$ cat src/rtl/ex_ctrl_pipe.sv
// ID/EX control register: decodes the ID instruction and registers EX/MEM/WB control,
// with bubble injection on stall/flush and a MULT/DIV occupancy counter that freezes IF/ID.
module ex_ctrl_pipe #(
    parameter int ALUOP_W       = 3,
    parameter int MULDIV_LAT    = 4,
    parameter int CNT_W         = 3,
    parameter int ENABLE_MULDIV = 1
) (
    input  logic               clk,
    input  logic               rst,
    input  logic [31:0]        id_inst,
    input  logic               id_valid,
    input  logic               stall_in,
    input  logic               flush,
    output logic               ex_valid,
    output logic [31:0]        ex_inst,
    output logic [ALUOP_W-1:0] ex_alu_op,
    output logic               ex_alu_src,
    output logic               ex_imm_zext,
    output logic               ex_reg_dst,
    output logic               ex_reg_write,
    output logic               ex_mem_read,
    output logic               ex_mem_write,
    output logic               ex_mem_to_reg,
    output logic               ex_branch,
    output logic               ex_branch_ne,
    output logic               ex_illegal,
    output logic               ex_muldiv_start,
    output logic               stall_out
);

    localparam logic [ALUOP_W-1:0] ALU_ADD = ALUOP_W'(0);
    localparam logic [ALUOP_W-1:0] ALU_SUB = ALUOP_W'(1);
    localparam logic [ALUOP_W-1:0] ALU_R   = ALUOP_W'(2);
    localparam logic [ALUOP_W-1:0] ALU_AND = ALUOP_W'(3);
    localparam logic [ALUOP_W-1:0] ALU_OR  = ALUOP_W'(4);
    localparam logic [ALUOP_W-1:0] ALU_SLT = ALUOP_W'(5);
    localparam logic [ALUOP_W-1:0] ALU_LUI = ALUOP_W'(6);
    localparam logic [CNT_W-1:0]   CNT_LOAD = CNT_W'(MULDIV_LAT - 1);

    logic [5:0]         opcode;
    logic [5:0]         funct;
    logic [ALUOP_W-1:0] d_alu_op;
    logic               d_alu_src, d_imm_zext, d_reg_dst, d_reg_write;
    logic               d_mem_read, d_mem_write, d_mem_to_reg;
    logic               d_branch, d_branch_ne, d_illegal, d_muldiv;
    logic [CNT_W-1:0]   cnt;

    assign opcode = id_inst[31:26];
    assign funct  = id_inst[5:0];

    always_comb begin
        d_alu_op     = '0;
        d_alu_src    = 1'b0;
        d_imm_zext   = 1'b0;
        d_reg_dst    = 1'b0;
        d_reg_write  = 1'b0;
        d_mem_read   = 1'b0;
        d_mem_write  = 1'b0;
        d_mem_to_reg = 1'b0;
        d_branch     = 1'b0;
        d_branch_ne  = 1'b0;
        d_illegal    = 1'b0;
        d_muldiv     = 1'b0;
        case (opcode)
            6'b000000: begin
                // funct 0x18..0x1B are MULT/MULTU/DIV/DIVU
                if (funct[5:2] == 4'b0110) begin
                    if (ENABLE_MULDIV != 0) begin
                        d_alu_op = ALU_R;
                        d_muldiv = 1'b1;
                    end else begin
                        d_illegal = 1'b1;
                    end
                end else begin
                    d_alu_op    = ALU_R;
                    d_reg_dst   = 1'b1;
                    d_reg_write = 1'b1;
                end
            end
            6'b100011: begin
                d_alu_op     = ALU_ADD;
                d_alu_src    = 1'b1;
                d_mem_read   = 1'b1;
                d_reg_write  = 1'b1;
                d_mem_to_reg = 1'b1;
            end
            6'b101011: begin
                d_alu_op    = ALU_ADD;
                d_alu_src   = 1'b1;
                d_mem_write = 1'b1;
            end
            6'b000100: begin
                d_alu_op = ALU_SUB;
                d_branch = 1'b1;
            end
            6'b000101: begin
                d_alu_op    = ALU_SUB;
                d_branch    = 1'b1;
                d_branch_ne = 1'b1;
            end
            6'b001000: begin
                d_alu_op    = ALU_ADD;
                d_alu_src   = 1'b1;
                d_reg_write = 1'b1;
            end
            6'b001100: begin
                d_alu_op    = ALU_AND;
                d_alu_src   = 1'b1;
                d_imm_zext  = 1'b1;
                d_reg_write = 1'b1;
            end
            6'b001101: begin
                d_alu_op    = ALU_OR;
                d_alu_src   = 1'b1;
                d_imm_zext  = 1'b1;
                d_reg_write = 1'b1;
            end
            6'b001010: begin
                d_alu_op    = ALU_SLT;
                d_alu_src   = 1'b1;
                d_reg_write = 1'b1;
            end
            6'b001111: begin
                d_alu_op    = ALU_LUI;
                d_alu_src   = 1'b1;
                d_reg_write = 1'b1;
            end
            default: d_illegal = 1'b1;
        endcase
        if (!id_valid) begin
            d_alu_op     = '0;
            d_alu_src    = 1'b0;
            d_imm_zext   = 1'b0;
            d_reg_dst    = 1'b0;
            d_reg_write  = 1'b0;
            d_mem_read   = 1'b0;
            d_mem_write  = 1'b0;
            d_mem_to_reg = 1'b0;
            d_branch     = 1'b0;
            d_branch_ne  = 1'b0;
            d_illegal    = 1'b0;
            d_muldiv     = 1'b0;
        end
    end

    always_ff @(posedge clk or posedge rst) begin
        if (rst) begin
            ex_valid        <= 1'b0;
            ex_inst         <= '0;
            ex_alu_op       <= '0;
            ex_alu_src      <= 1'b0;
            ex_imm_zext     <= 1'b0;
            ex_reg_dst      <= 1'b0;
            ex_reg_write    <= 1'b0;
            ex_mem_read     <= 1'b0;
            ex_mem_write    <= 1'b0;
            ex_mem_to_reg   <= 1'b0;
            ex_branch       <= 1'b0;
            ex_branch_ne    <= 1'b0;
            ex_illegal      <= 1'b0;
            ex_muldiv_start <= 1'b0;
            cnt             <= '0;
        end else if (cnt != '0) begin
            // busy muldiv owns EX; redirects cannot arrive under it
            cnt             <= cnt - 1'b1;
            ex_muldiv_start <= 1'b0;
        end else if (flush || stall_in) begin
            ex_valid        <= 1'b0;
            ex_inst         <= '0;
            ex_alu_op       <= '0;
            ex_alu_src      <= 1'b0;
            ex_imm_zext     <= 1'b0;
            ex_reg_dst      <= 1'b0;
            ex_reg_write    <= 1'b0;
            ex_mem_read     <= 1'b0;
            ex_mem_write    <= 1'b0;
            ex_mem_to_reg   <= 1'b0;
            ex_branch       <= 1'b0;
            ex_branch_ne    <= 1'b0;
            ex_illegal      <= 1'b0;
            ex_muldiv_start <= 1'b0;
        end else begin
            ex_valid        <= id_valid;
            ex_inst         <= id_valid ? id_inst : 32'h0;
            ex_alu_op       <= d_alu_op;
            ex_alu_src      <= d_alu_src;
            ex_imm_zext     <= d_imm_zext;
            ex_reg_dst      <= d_reg_dst;
            ex_reg_write    <= d_reg_write;
            ex_mem_read     <= d_mem_read;
            ex_mem_write    <= d_mem_write;
            ex_mem_to_reg   <= d_mem_to_reg;
            ex_branch       <= d_branch;
            ex_branch_ne    <= d_branch_ne;
            ex_illegal      <= d_illegal;
            ex_muldiv_start <= d_muldiv;
            cnt             <= d_muldiv ? CNT_LOAD : '0;
        end
    end

    assign stall_out = (cnt != '0);

endmodule

$ cat config.mk
export PLATFORM = sky130hd
export DESIGN_NAME = ex_ctrl_pipe
export DESIGN_NICKNAME = d
export VERILOG_FILES = /design/src/rtl/ex_ctrl_pipe.sv
export SDC_FILE = /design/constraint.sdc
export NUM_CORES = 1
export LEC_CHECK = 0
export ABC_AREA = 1
export BUFFER_PORTS_ARGS = -buffer_cell sky130_fd_sc_hd__buf_2
export CAP_MARGIN = 20
export CORE_ASPECT_RATIO = 1.5
export CORE_MARGIN = 4
export CORE_UTILIZATION = 45
export CTS_CLUSTER_DIAMETER = 120
export CTS_CLUSTER_SIZE = 10
export DETAILED_ROUTE_END_ITERATION = 8
export PLACE_DENSITY = 0.8
export SLEW_MARGIN = 20
export SYNTH_ARGS = -nofsm -noshare
export SYNTH_HDL_FRONTEND = slang
export SYNTH_SLANG_ARGS = --single-unit
$ cat constraint.sdc
create_clock -name clk -period 5.3 [get_ports clk]
set_input_delay 1.59 -clock clk [delete_from_list [all_inputs] [get_ports clk]]
set_output_delay 1.59 -clock clk [all_outputs]
set_load 0.01 [all_outputs]
==> flow_summary.toml <==
[drt]
drtIter0Drc = 82
routed_via_density = 5.08
drt-wirelength-per-cell_um = 14.2
drt-total-wl_um = 4700
dr.pass1.iters = 4
dr_wl_met3_um = 361
routed.top_layer = "met4"
drc = 0
ant_nets = 0
met1Wirelength_um = 1900
num_vias = 1680
met2_length_um = 2380

[layout]
largest_register_ffs = 32
diodes = 0
finalInstanceArea_sq_mm = 0.00260
final_net_count = 324
drive_gt1_frac = 0.354
largestRegisters = "ex_inst: 32 flops, cnt: 3 flops, ex_alu_op: 3 flops"
largest-register = "ex_inst"
areaGrowthSynthToFinish_pct = 25.9
fillers = 364

[cts]
post_cts_buffers = 0
cts_tree = "done"
clock_path_buffers = 2
cts.sinks = 49
ctsRootBufferMaster = "clkbuf_8"
cts.clk_slew.worst_paths_ns = 0.09
insertion_delay_ns = 0.29
holdBufCountCts = 0
cts_max_level = 2
numCtsBuffers = 5
cts_resized = 0

[flow_run]
cap_violations = 0

[setup_path]
rr_startpoint = "cnt[0]$_DFFE_PP0P_"
worst_ep_arrival_time_ns = 2.02
crit_end = "stall_out"
end_kind = "output pin"
cp-start-kind = "flip-flop"
regToRegSetupSlack_ns = 3.18
r2r_end = "ex_branch_ne$_DFFE_PP0N_"
crit_start = "cnt[0]$_DFFE_PP0P_"
reg2reg_depth = 7
path_max_fanout = 47
required_ns = 3.71
critical_path_class = "flip-flop to output pin"

[placement]
dp_hpwl_um = 3420
placed_cell_area_sq_mm = 0.00246
place.gp.congestion = 0.829
port_buffers = 84

[synth]
syn_area_sq_mm = 0.00206
ys_ff_latch = 49
ys_top_cells_by_area = "dfrtp_1 59%, a22o_1 11%, nand2_1 8.7%, nand3_1 3.2%, inv_1 3.1%"
syn-mean-instance-area_sq_um = 10.2
synth_top_area_share = 0.595
synth_nets = 243
synthDistinctLibCells = 19
yosysWarnings = 0
seq_area_frac_synth = 0.595
synth_top_cell_by_area = "dfrtp_1"
synthCells = 203

[worst_hold_path]
hp-class = "flip-flop to flip-flop"
whs_path_depth = 2

[timing]
slew_headroom = 0.459
fin_setup_tns_ns = 0
layout_min_cycle_time_ns = 3.61
finalSetupViolations = 0
holdWs_ns = 0.484
skew_ns = 0.00872
rsz0062_at_grt = "no"
tightest_slew_ns = 0.810
slew_viol_final = 0
hold_viol_final = 0
max_freq_mhz = 277
timing.final.crit_share = 0.681

[floorplanning]
core_sq_mm = 0.00432
die-height_um = 90.9
die_area_sq_mm = 0.00575
ios = 85
num_rows = 29
floorplan.initialDensity = 0.478
fp.dieW_um = 63.3

[power_and_ir_drop]
p_leak_nw = 1.58
p_seq_frac = 0.434
p_int_uw = 765
peakVddDrop_mv = 0.224
p_switching_uw = 357
p_per_area_mw_per_mm2 = 432
power.share.switching = 0.318
combPwrFrac = 0.295
pwr-share-clk = 0.272

[global_route]
overflow = 0
grt_pass1_vias = 1733
grt_first_pass_wirelength_um = 7850
grt_max_degree = 50
antenna_found_initial = 0
grt.total_usage = 0.169

[status]
status = "complete, no violations"
==> power groups by stage <==
stage | Sequential (mW) | Combinational, mW | Clock [mW]
2_1_floorplan | 0.527 | 0.195 | 0
3_3_place_gp | 0.489 | 0.328 | 0
3_5_place_dp | 0.495 | 0.334 | 0
4_1_cts | 0.487 | 0.336 | 0.313
5_1_grt | 0.496 | 0.363 | 0.327
6_report | 0.487 | 0.331 | 0.305
==> cells by family after synthesis <==
family	Yosys count	share of synthesized area
buffers and inverters	30	0.0746
AND/OR/NAND/NOR	79	0.162
adder cells (fa/ha/maj)	3	0.0182
flip-flops	49	0.595
AO/OA/AOI/OAI	42	0.150
==> routing by layer <==
metal	vias up	GRT usage
li1	836	-
met1	774	0.203
met2	65	0.295
met3	5	0.0448
met4	0	0.0486
met5	-	0
==> worst min-delay path by stage <==
stage                                         from                        to
after detailed placement  ex_reg_write$_DFFE_PP0N_  ex_reg_write$_DFFE_PP0N_
after CTS                 ex_reg_write$_DFFE_PP0N_  ex_reg_write$_DFFE_PP0N_
after global routing        ex_illegal$_DFFE_PP0N_    ex_illegal$_DFFE_PP0N_
after floorplan                 cnt[0]$_DFFE_PP0P_        cnt[0]$_DFFE_PP0P_
final                     ex_reg_write$_DFFE_PP0N_  ex_reg_write$_DFFE_PP0N_
after global placement    ex_alu_op[1]$_DFFE_PP0N_  ex_alu_op[1]$_DFFE_PP0N_
==> final cells by class <==
cell class	count	area, sq um	share of cell area
flip-flops and latches	49	1230	0.472
clock buffers	5	68.8	0.0265
repair buffers	84	420	0.162
multi-input cells	124	682	0.263
well taps	46	57.6	0.0222
clock inverters	3	65.1	0.0251
inverters	20	76.3	0.0294
==> cell usage in the layout (no fill, tap or decap) <==
| cell | count |
|---|---|
| clkinv_2 | 2 |
| clkbuf_8 | 5 |
| nand2_1 | 48 |
| nand3_2 | 1 |
| ha_1 | 3 |
| dfrtp_1 | 49 |
| inv_1 | 16 |
| o211ai_1 | 1 |
| nor2_2 | 3 |
| bufinv_16 | 2 |
| a22o_1 | 25 |
| o21ai_1 | 5 |
| nor2_1 | 13 |
| o221ai_1 | 1 |
| inv_2 | 3 |
| nor2_4 | 1 |
| nand3_1 | 13 |
| o21ai_0 | 10 |
| buf_2 | 84 |
==> critical path: stages (launching register included) <==
cell     delay, ns
dfrtp_1       0.38
inv_1         0.05
ha_1          0.20
ha_1          0.24
inv_2         0.59
buf_2         0.26
==> cell usage after synthesis <==
| master | count |
|---|---|
| buf_6 | 4 |
| nand3_2 | 1 |
| clkbuf_1 | 1 |
| ha_1 | 3 |
| o221ai_1 | 1 |
| buf_2 | 3 |
| o21ai_1 | 5 |
| nand3_1 | 13 |
| inv_1 | 17 |
| nor2_2 | 3 |
| nor2_1 | 13 |
| o21ai_0 | 10 |
| inv_2 | 3 |
| nor2_4 | 1 |
| a22o_1 | 25 |
| nand2_1 | 48 |
| o211ai_1 | 1 |
| dfrtp_1 | 49 |
| buf_4 | 2 |
==> per-stage QoR <==
stage	util	total power, mW	std cells	setup WS [ns]
after detailed placement	0.570	0.828	323	2.01
after CTS	0.601	1.14	331	1.68
after floorplan	-	0.722	203	2.50
after global routing	0.601	1.19	331	1.58
after global placement	0.570	0.818	323	2.06
final	0.601	1.12	331	1.69
Power figures use the tool's default switching activity.
